File: src/rtl/float_cls_pkg.sv
// Shared definitions for the streaming IEEE-754 classifier.
//   CLASS_W    : width of the one-hot class vector (RISC-V fclass order)
//   CLS_*      : bit index of each class inside the one-hot vector
//   fp_class_t : one-hot class type
package float_cls_pkg;

   localparam int unsigned CLASS_W = 10;

   localparam int unsigned CLS_NINF  = 0;
   localparam int unsigned CLS_NNORM = 1;
   localparam int unsigned CLS_NSUB  = 2;
   localparam int unsigned CLS_NZERO = 3;
   localparam int unsigned CLS_PZERO = 4;
   localparam int unsigned CLS_PSUB  = 5;
   localparam int unsigned CLS_PNORM = 6;
   localparam int unsigned CLS_PINF  = 7;
   localparam int unsigned CLS_SNAN  = 8;
   localparam int unsigned CLS_QNAN  = 9;

   typedef logic [CLASS_W-1:0] fp_class_t;

endpackage

File: src/rtl/float_classify_stream_if.sv
// Operand/class stream bundle for float_classify_stream.
//   in_valid/in_ready/in_data     : operand stream into the classifier
//   out_valid/out_ready           : class stream out of the classifier
//   out_class/out_data            : one-hot class and the operand it belongs to
// Modports: master = operand source / class sink, slave = classifier.
interface float_classify_stream_if import float_cls_pkg::*; #(
   parameter int unsigned EXP_W = 8,
   parameter int unsigned MAN_W = 23
);
   localparam int unsigned W = EXP_W + MAN_W + 1;

   logic         in_valid;
   logic         in_ready;
   logic [W-1:0] in_data;
   logic         out_valid;
   logic         out_ready;
   fp_class_t    out_class;
   logic [W-1:0] out_data;

   modport master (
      output in_valid, in_data, out_ready,
      input  in_ready, out_valid, out_class, out_data
   );

   modport slave (
      input  in_valid, in_data, out_ready,
      output in_ready, out_valid, out_class, out_data
   );

endinterface

File: src/rtl/float_classify_comb.sv
// Purely combinational IEEE-754 class decode.
//   data : operand, sign = [EXP_W+MAN_W], exp = [EXP_W+MAN_W-1:MAN_W], frac = [MAN_W-1:0]
//   cls  : one-hot class in RISC-V fclass order
module float_classify_comb import float_cls_pkg::*; #(
   parameter int unsigned EXP_W = 8,
   parameter int unsigned MAN_W = 23
) (
   input  logic [EXP_W+MAN_W:0] data,
   output fp_class_t            cls
);

   logic             sign;
   logic [EXP_W-1:0] exp_f;
   logic [MAN_W-1:0] frac;
   logic             exp_zero;
   logic             exp_ones;
   logic             frac_zero;

   assign sign      = data[EXP_W+MAN_W];
   assign exp_f     = data[EXP_W+MAN_W-1:MAN_W];
   assign frac      = data[MAN_W-1:0];
   assign exp_zero  = (exp_f == '0);
   assign exp_ones  = &exp_f;
   assign frac_zero = (frac == '0);

   always_comb begin
      cls = '0;
      if (exp_ones) begin
         if (frac_zero) begin
            cls[sign ? CLS_NINF : CLS_PINF] = 1'b1;
         end else begin
            // Quiet bit is the fraction MSB; sign plays no part for NaN.
            cls[frac[MAN_W-1] ? CLS_QNAN : CLS_SNAN] = 1'b1;
         end
      end else if (exp_zero) begin
         if (frac_zero) begin
            cls[sign ? CLS_NZERO : CLS_PZERO] = 1'b1;
         end else begin
            cls[sign ? CLS_NSUB : CLS_PSUB] = 1'b1;
         end
      end else begin
         cls[sign ? CLS_NNORM : CLS_PNORM] = 1'b1;
      end
   end

endmodule

File: src/rtl/float_classify_stream.sv
// Streaming IEEE-754 classifier: 2-stage valid/ready pipeline plus per-class
// saturating occurrence counters.
//   clk, reset  : rising-edge clock, asynchronous active-high reset
//   bus         : operand in / class out stream (slave modport)
//   clr_stats   : synchronous clear of all counters (wins over a same-cycle count)
//   stat_sel    : counter select, 0..9 valid, 10..15 read as zero
//   stat_count  : selected counter value as of the last edge
module float_classify_stream import float_cls_pkg::*; #(
   parameter int unsigned EXP_W = 8,
   parameter int unsigned MAN_W = 23,
   parameter int unsigned CNT_W = 16
) (
   input  logic                   clk,
   input  logic                   reset,
   float_classify_stream_if.slave bus,
   input  logic                   clr_stats,
   input  logic [3:0]             stat_sel,
   output logic [CNT_W-1:0]       stat_count
);

   localparam int unsigned W = EXP_W + MAN_W + 1;

   logic             s1_valid_q;
   logic [W-1:0]     s1_data_q;
   logic             s2_valid_q;
   logic [W-1:0]     s2_data_q;
   fp_class_t        s2_class_q;
   fp_class_t        s1_class;
   logic             s1_load;
   logic             s2_load;
   logic             in_fire;
   logic             out_fire;
   logic [CNT_W-1:0] cnt_q [CLASS_W];

   // A stage may load when empty or when its contents leave on the same edge.
   assign s2_load  = !s2_valid_q || bus.out_ready;
   assign s1_load  = !s1_valid_q || s2_load;
   assign in_fire  = bus.in_valid && s1_load;
   assign out_fire = s2_valid_q && bus.out_ready;

   assign bus.in_ready  = s1_load;
   assign bus.out_valid = s2_valid_q;
   assign bus.out_class = s2_class_q;
   assign bus.out_data  = s2_data_q;

   float_classify_comb #(
      .EXP_W (EXP_W),
      .MAN_W (MAN_W)
   ) u_classify (
      .data (s1_data_q),
      .cls  (s1_class)
   );

   always_ff @(posedge clk or posedge reset) begin
      if (reset) begin
         s1_valid_q <= 1'b0;
         s1_data_q  <= '0;
         s2_valid_q <= 1'b0;
         s2_data_q  <= '0;
         s2_class_q <= '0;
      end else begin
         if (s1_load) begin
            s1_valid_q <= bus.in_valid;
         end
         if (in_fire) begin
            s1_data_q <= bus.in_data;
         end
         if (s2_load) begin
            s2_valid_q <= s1_valid_q;
         end
         if (s2_load && s1_valid_q) begin
            s2_data_q  <= s1_data_q;
            s2_class_q <= s1_class;
         end
      end
   end

   always_ff @(posedge clk or posedge reset) begin
      if (reset) begin
         for (int unsigned i = 0; i < CLASS_W; i++) begin
            cnt_q[i] <= '0;
         end
      end else if (clr_stats) begin
         for (int unsigned i = 0; i < CLASS_W; i++) begin
            cnt_q[i] <= '0;
         end
      end else if (out_fire) begin
         for (int unsigned i = 0; i < CLASS_W; i++) begin
            // Saturate at all-ones instead of wrapping.
            if (s2_class_q[i] && (cnt_q[i] != '1)) begin
               cnt_q[i] <= cnt_q[i] + 1'b1;
            end
         end
      end
   end

   always_comb begin
      stat_count = '0;
      if (stat_sel < 4'(CLASS_W)) begin
         stat_count = cnt_q[stat_sel];
      end
   end

endmodule

File: src/flat_wrapper.sv
// flat-port wrapper written by rule: the top's interface ports become plain ports
module float_classify_stream_flat import float_cls_pkg::*;
#(
   parameter int unsigned EXP_W = 8,
   parameter int unsigned MAN_W = 23,
   parameter int unsigned CNT_W = 16
)
  (clk, reset, clr_stats, stat_sel, stat_count, bus_in_valid, bus_in_data, bus_out_ready, bus_in_ready, bus_out_valid, bus_out_class, bus_out_data);
  float_classify_stream_if #(.EXP_W(EXP_W), .MAN_W(MAN_W)) bus_i ();
  input  logic clk;
  input  logic reset;
  input  logic clr_stats;
  input  logic [3:0] stat_sel;
  output logic [CNT_W-1:0] stat_count;
  input wire logic [$bits(bus_i.in_valid)-1:0] bus_in_valid;
  input wire logic [$bits(bus_i.in_data)-1:0] bus_in_data;
  input wire logic [$bits(bus_i.out_ready)-1:0] bus_out_ready;
  output wire logic [$bits(bus_i.in_ready)-1:0] bus_in_ready;
  output wire logic [$bits(bus_i.out_valid)-1:0] bus_out_valid;
  output wire logic [$bits(bus_i.out_class)-1:0] bus_out_class;
  output wire logic [$bits(bus_i.out_data)-1:0] bus_out_data;
  assign bus_i.in_valid = bus_in_valid;
  assign bus_i.in_data = bus_in_data;
  assign bus_i.out_ready = bus_out_ready;
  assign bus_in_ready = bus_i.in_ready;
  assign bus_out_valid = bus_i.out_valid;
  assign bus_out_class = bus_i.out_class;
  assign bus_out_data = bus_i.out_data;
  float_classify_stream #(.EXP_W(EXP_W), .MAN_W(MAN_W), .CNT_W(CNT_W)) u_core (.clk(clk), .reset(reset), .bus(bus_i), .clr_stats(clr_stats), .stat_sel(stat_sel), .stat_count(stat_count));
endmodule
File: config.mk
export PLATFORM = sky130hd
export DESIGN_NAME = float_classify_stream_flat
export DESIGN_NICKNAME = d
export VERILOG_FILES = /design/src/rtl/float_cls_pkg.sv /design/src/rtl/float_classify_stream_if.sv /design/src/rtl/float_classify_comb.sv /design/src/rtl/float_classify_stream.sv /design/src/flat_wrapper.sv
export SDC_FILE = /design/constraint.sdc
export NUM_CORES = 1
export LEC_CHECK = 0
export CAP_MARGIN = 15
export CORE_UTILIZATION = 32
export DETAILED_ROUTE_END_ITERATION = 12
export GPL_TIMING_DRIVEN = 0
export HOLD_SLACK_MARGIN = 0.03
export PLACE_DENSITY = 0.49
export SYNTH_ARGS = -nofsm -noshare
export SYNTH_HDL_FRONTEND = slang
export SYNTH_SLANG_ARGS = --single-unit
File: constraint.sdc
create_clock -name clk -period 9.28 [get_ports clk]
set_input_delay 1.856 -clock clk [delete_from_list [all_inputs] [get_ports clk]]
set_output_delay 1.856 -clock clk [all_outputs]
set_load 0.05 [all_outputs]
==> flow_summary.json, run 1 <==
{
  "status": "complete, but fails checks",
  "violations": "DRC",
  "p_leak_uw": 0.006142,
  "drive_above_1_share_pct": 16.82,
  "fin_util_pct": 39.41,
  "crit_top_cell": "buf_2",
  "ctsRootBufferMaster": "clkbuf_16",
  "grt-ovfl-total": 0,
  "finalSetupTns_ps": 0,
  "design_area_um2": 16200,
  "drt_pass1_iterations": 12,
  "core_area_um2": 41110,
  "p_total_uw": 2833,
  "dpl.hpwl_um": 31760,
  "ys_seq_elements": 236,
  "gp_congestion": 0.9470,
  "grtUsageTotal_pct": 20.43,
  "area_delta_synth_final_pct": 20.41,
  "die_area_um2": 42870,
  "cts_buffers": 30,
  "slowest_stage": "clkdlybuf4s50_1",
  "fmax_mhz": 156.0,
  "max_slew_margin_pct": 24.31,
  "cp.arrival_ps": 4550,
  "ys_warn_count": 0,
  "antenna_found_initial": 0,
  "power_density_nw_per_um2": 174.9,
  "synth_area_leaders": "dfrtp_1 (44%), mux2_2 (9.9%), mux4_2 (5.2%)",
  "maxCapViolCount": 0,
  "avgRoutedWirePerCell_um": 21.62,
  "detailedPlace.worstSlack_ps": 2849,
  "clk_latency_ps": 600,
  "slew_violations": 0,
  "synth_edf_count": 0,
  "syn_area_per_cell_um2": 10.11,
  "clk_pin_slew_worst_paths_ps": 60,
  "synth_flop_cell": "dfrtp_1",
  "post_cts_resized": 0,
  "vias": 11504,
  "grt_pass1_vias": 11398,
  "finalClockSkew_ps": 27.07,
  "ys_seq_area_share_pct": 43.89,
  "setup_slack_ps": 2869,
  "fin_crit_ps": 6411,
  "end_kind": "output port",
  "required_ps": 7420,
  "first_iter_violations": 854,
  "die_x_um": 207.0,
  "grt_max_degree": 82,
  "final_net_count": 1513,
  "ios": 101,
  "via_per_inst": 5.701,
  "die_y_um": 207.0,
  "cpLargestDelayFamily": "buffers and inverters",
  "critPathBufInv": 4,
  "postCtsSetupRepairBufs": 0,
  "antennaDiodeCount": 0,
  "vdd_drop_max_mv": 0.1398,
  "crit_type": "in2out",
  "ant_nets": 0,
  "max_stage_delay_ps": 720,
  "std_cell_rows": 74,
  "period_share_pct": 69.08,
  "async_flop_share_pct": 100.0,
  "finalHoldViolCount": 0,
  "setup_viol": 0,
  "drc": 2,
  "syn_inst": 1331,
  "startpoint_type": "input port",
  "hp-class": "reg2reg",
  "cts_tree": "built",
  "synth_top_area_share_pct": 43.89,
  "path_max_fanout": 10,
  "synth.cell_area_um2": 13450,
  "floorplan.initialDensity_pct": 32.73,
  "holdBufCountCts": 0,
  "rsz0062_at_grt": "false",
  "ys_types": 63,
  "grt_pass1_wl_um": 68460,
  "htree_levels": 1,
  "tightest_slew_ps": 1135,
  "io_buffers": 97,
  "finalWirelength_um": 43620,
  "worstPathCellList": "clkbuf_1 > buf_2 > buf_2 > mux2_2 > a221oi_1 > a21oi_1 > clkdlybuf4s50_1",
  "cts_max_path_buffers": 3,
  "cts.sink_count": 236,
  "syn_nets": 1382,
  "yosys.area.top_type": "dfrtp_1",
  "postPlaceCellArea_um2": 15150
}
report_power, final:
part | switching [uW] | leakage, uW | internal [uW]
Clock | 491 | 0.000515 | 756
Combinational | 293 | 0.00249 | 160
Sequential | 42.8 | 0.00314 | 1090
layer usage:
layer | vias to the layer above | global-route usage [%] | part of all wire [%]
li1 | 5368 | - | -
met1 | 5730 | 28.55 | 46
met2 | 339 | 31.68 | 44
met3 | 67 | 4.639 | 7.1
met4 | 0 | 5.636 | 2.6
met5 | - | 0 | 0
cell type report:
class	instances	area, um^2
inverter	30	120.1
timing repair buffer	99	1026
clock inverter	11	180.2
sequential	236	5906
fill	4163	24910
tap	532	665.6
buffer	80	357.8
multi-input combinational	985	7078
clock buffer	45	867.1
Yosys cell counts, drive strengths merged, types with 7 or more instances:
library cell / count
a211oi: 9
nor2: 75
mux2: 118
and3: 21
clkbuf: 52
o311ai: 9
o31ai: 46
or4: 49
mux4: 32
buf: 28
nor4: 31
o21ai: 33
or2: 17
nor3: 26
a221oi: 16
inv: 29
or3: 29
dfrtp: 236
nand2b: 8
nand3: 56
nand4: 51
nor2b: 38
and2: 7
o41ai: 21
a21oi: 122
o21a: 7
and4: 11
mux2i: 10
ha: 10
nand2: 104
cell families (layout without fill, tap and decap cells):
group | Yosys count | after routing | share of synthesized area [%]
AO/OA/AOI/OAI | 286 | 286 | 13.82
adder cells (fa/ha/maj) | 10 | 10 | 0.9300
flip-flops | 236 | 236 | 43.89
XOR/XNOR | 2 | 2 | 0.1302
AND/OR/NAND/NOR | 527 | 527 | 21.72
multiplexers | 160 | 160 | 16.00
buffers and inverters | 110 | 265 | 3.497
sequential cells by signal (all words and copies together), names as in the netlist:
register / count
u_core.bus.out_valid: 1
u_core.bus.out_data: 32
u_core.bus.out_class: 10
u_core.s1_valid_q: 1
u_core.cnt_q: 160
u_core.s1_data_q: 32
path summary, 6_finish.rpt:
kind                            slack, ps                     from  depth (start not counted)                       to
worst min register to register        480  u_core.bus.out_data[31]                          1  u_core.bus.out_data[31]
worst max-delay path                 2870              stat_sel[0]                          7           stat_count[12]
worst min-delay path                  480  u_core.bus.out_data[31]                          1  u_core.bus.out_data[31]
min in group asynchronous            1720                    reset                          2     u_core.s1_data_q[19]
max in group asynchronous            6260                    reset                          4         u_core.cnt_q[14]
worst max register to register       6960     u_core.bus.out_valid                          7         u_core.cnt_q[73]
cell usage in the layout, fill, tap and decap left out, types with 10 or more instances in the layout:
cell and count:
a21oi_1 122, a221oi_1 16, and3_1 21, and4_1 10
buf_2 18, clkbuf_1 58, clkbuf_16 30, clkdlybuf4s50_1 97
dfrtp_1 236, ha_1 10, inv_1 28, mux2_2 118
mux2i_1 10, mux4_2 31, nand2_1 104, nand3_1 55
nand4_1 48, nor2_1 75, nor2b_1 38, nor3_1 26
nor4_1 27, o21ai_0 33, o31ai_1 46, o41ai_1 20
or2_2 11, or3_1 28, or4_1 49
per-stage QoR:
step	hold slack [ps]	instances
floorplan	450.8	1331
global placement	463.6	1960
detailed placement	473.4	1962
CTS	486.1	2018
global route	517.0	2018
finish	483.1	2018
Power figures use the tool's default switching activity.
==> run 2: changes to the inputs <==
==> constraint.sdc (replaced) <==
create_clock -name clk -period 6 [get_ports clk]
set_input_delay 1.2 -clock clk [delete_from_list [all_inputs] [get_ports clk]]
set_output_delay 1.2 -clock clk [all_outputs]
set_load 0.05 [all_outputs]
==> run 2 against run 1 <==
Effect of this change: the run still ends with DRC left; sequential share of layout area barely moved; power up 50%; clock skew fell by 13 ps; combinational power up 56%; global-route usage about the same; clock-buffer cell count stayed put; cell area about the same; die area stayed put; critical path type unchanged; critical endpoint is now stat_count[14].
==> flow_summary.json, run 2 (synthesis gave the netlist of run 1 again) <==
{
  "status": "complete, but fails checks",
  "violations": "DRC",
  "pwr-share-comb_pct": 16.6,
  "postPlaceCellArea_um2": 15230,
  "holdBufCountCts": 0,
  "die_y_um": 207.0,
  "cts.sink_count": 236,
  "antennaDiodeCount": 0,
  "crit_top_cell": "buf_2",
  "postCtsSetupRepairBufs": 0,
  "fmax_mhz": 193.8,
  "max_stage_delay_ps": 730,
  "drt_pass1_iterations": 9,
  "grtUsageTotal_pct": 20.48,
  "p_total_uw": 4253,
  "grt_pass1_vias": 11417,
  "vdd_drop_max_mv": 0.2375,
  "slew_violations": 0,
  "multi_input_area_um2": 7078,
  "required_ps": 4800,
  "final_cell_mix": "dfrtp_1 (236), a21oi_1 (122), mux2_2 (118)",
  "io_buffers": 97,
  "p_leak_uw": 0.006152,
  "wl_met2_um": 19580,
  "std_cell_rows": 74,
  "clk_latency_ps": 580,
  "ctsRootBufferMaster": "clkbuf_16",
  "grt-ovfl-total": 0,
  "post_cts_resized": 0,
  "slowest_stage": "clkdlybuf4s50_1",
  "area_delta_synth_final_pct": 20.51,
  "rrSetupSlack_ps": 3700,
  "worstPathCellList": "clkbuf_1 > buf_2 > buf_2 > mux2_2 > a221oi_1 > a21oi_1 > clkdlybuf4s50_1",
  "hold_ws_ps": 484.1,
  "floorplan.initialDensity_pct": 32.73,
  "hold_start": "u_core.bus.out_data[31]",
  "wl_met1_um": 19840,
  "tightest_slew_ps": 1097,
  "fin_crit_ps": 5159,
  "path_max_fanout": 10,
  "cp.arrival_ps": 3960,
  "r2r_end": "u_core.cnt_q[73]",
  "internal_power_uw": 3006,
  "clk_pin_slew_worst_paths_ps": 60,
  "drc": 2,
  "fillCellCount": 4102,
  "crit_type": "in2out",
  "die_area_um2": 42870,
  "avgRoutedWirePerCell_um": 21.63,
  "htree_levels": 1,
  "end_kind": "output port",
  "mostFrequentLayoutCell": "dfrtp_1",
  "pwr-share-seq_pct": 41.2,
  "regMostFlops": "u_core.cnt_q",
  "fin_util_pct": 39.44,
  "grt_max_degree": 39,
  "top_layer": "met4",
  "drive_above_1_share_pct": 17.19,
  "critPathBufInv": 4,
  "finalHoldViolCount": 0,
  "register_area_um2": 5906,
  "setup_viol": 0,
  "largest_reg_flops": 160,
  "core_area_um2": 41110,
  "max_slew_margin_pct": 26.89,
  "holdPathEnd": "u_core.bus.out_data[31]",
  "ios": 101,
  "cpLargestDelayFamily": "buffers and inverters",
  "rsz0062_at_grt": "false",
  "hp-class": "reg2reg",
  "startpoint_type": "input port",
  "grt_pass1_wl_um": 68750,
  "cts_max_path_buffers": 3,
  "switching_share_pct": 29.31,
  "gp_congestion": 0.9544,
  "finalClockSkew_ps": 13.89,
  "antenna_found_initial": 1,
  "first_iter_violations": 830,
  "die_x_um": 207.0,
  "min_path_cells": 1,
  "period_share_pct": 85.99,
  "design_area_um2": 16210,
  "dpl.hpwl_um": 32130,
  "maxCapViolCount": 0,
  "reg2reg_depth": 7,
  "final_net_count": 1518,
  "cts_tree": "built",
  "r2r-start": "u_core.bus.out_valid",
  "vias": 11605,
  "ant_nets": 0,
  "p_sw_uw": 1246,
  "cts_buffers": 30,
  "via_per_inst": 5.742,
  "finalWirelength_um": 43710,
  "wl_met3_um": 2910,
  "clock_power_share_pct": 42.2,
  "power_density_nw_per_um2": 262.3
}
[run 2: stage by stage]
stage	setup slack [ps]	instances	setup TNS, ps
6_report	840.8	2021	0
5_1_grt	735.5	2021	0
4_1_cts	841.4	2021	0
3_5_place_dp	847.8	1967	0
3_3_place_gp	-577.9	1960	-129030
2_1_floorplan	1708	1331	0
[run 2: worst max path at each step]
| stage | startpoint | endpoint | slack (ps) | cells past startpoint |
|---|---|---|---|---|
| after floorplan | reset | u_core.bus.out_class[0] | 1710 | 1 |
| after global placement | reset | u_core.cnt_q[9] | -580 | 2 |
| after detailed placement | stat_sel[0] | stat_count[14] | 850 | 7 |
| after CTS | stat_sel[0] | stat_count[14] | 840 | 7 |
| after global routing | stat_sel[0] | stat_count[15] | 740 | 7 |
| final | stat_sel[0] | stat_count[14] | 840 | 7 |
[run 2: final cells by class]
class	count	share of cell area [%]
clock inverters	9	0.5016
well taps	532	4.106
flip-flops and latches	236	36.43
repair buffers	104	6.853
inverters	30	0.7177
multi-input cells	985	43.66
clock buffers	45	5.533
plain buffers	80	2.207
[run 2: routing by layer]
metal	GRT usage [%]	vias to the layer above
met5	0	-
met4	6.511	0
met3	4.351	71
met2	32.30	342
met1	28.00	5797
li1	-	5395
[run 2: power groups by stage]
| stage | sequential (uW) | combinational [uW] | clock, uW |
|---|---|---|---|
| after CTS | 1750 | 716 | 1840 |
| after global placement | 1780 | 701 | 0 |
| after floorplan | 1980 | 234 | 0 |
| after global routing | 1770 | 748 | 1910 |
| after detailed placement | 1780 | 713 | 0 |
| final | 1750 | 705 | 1790 |
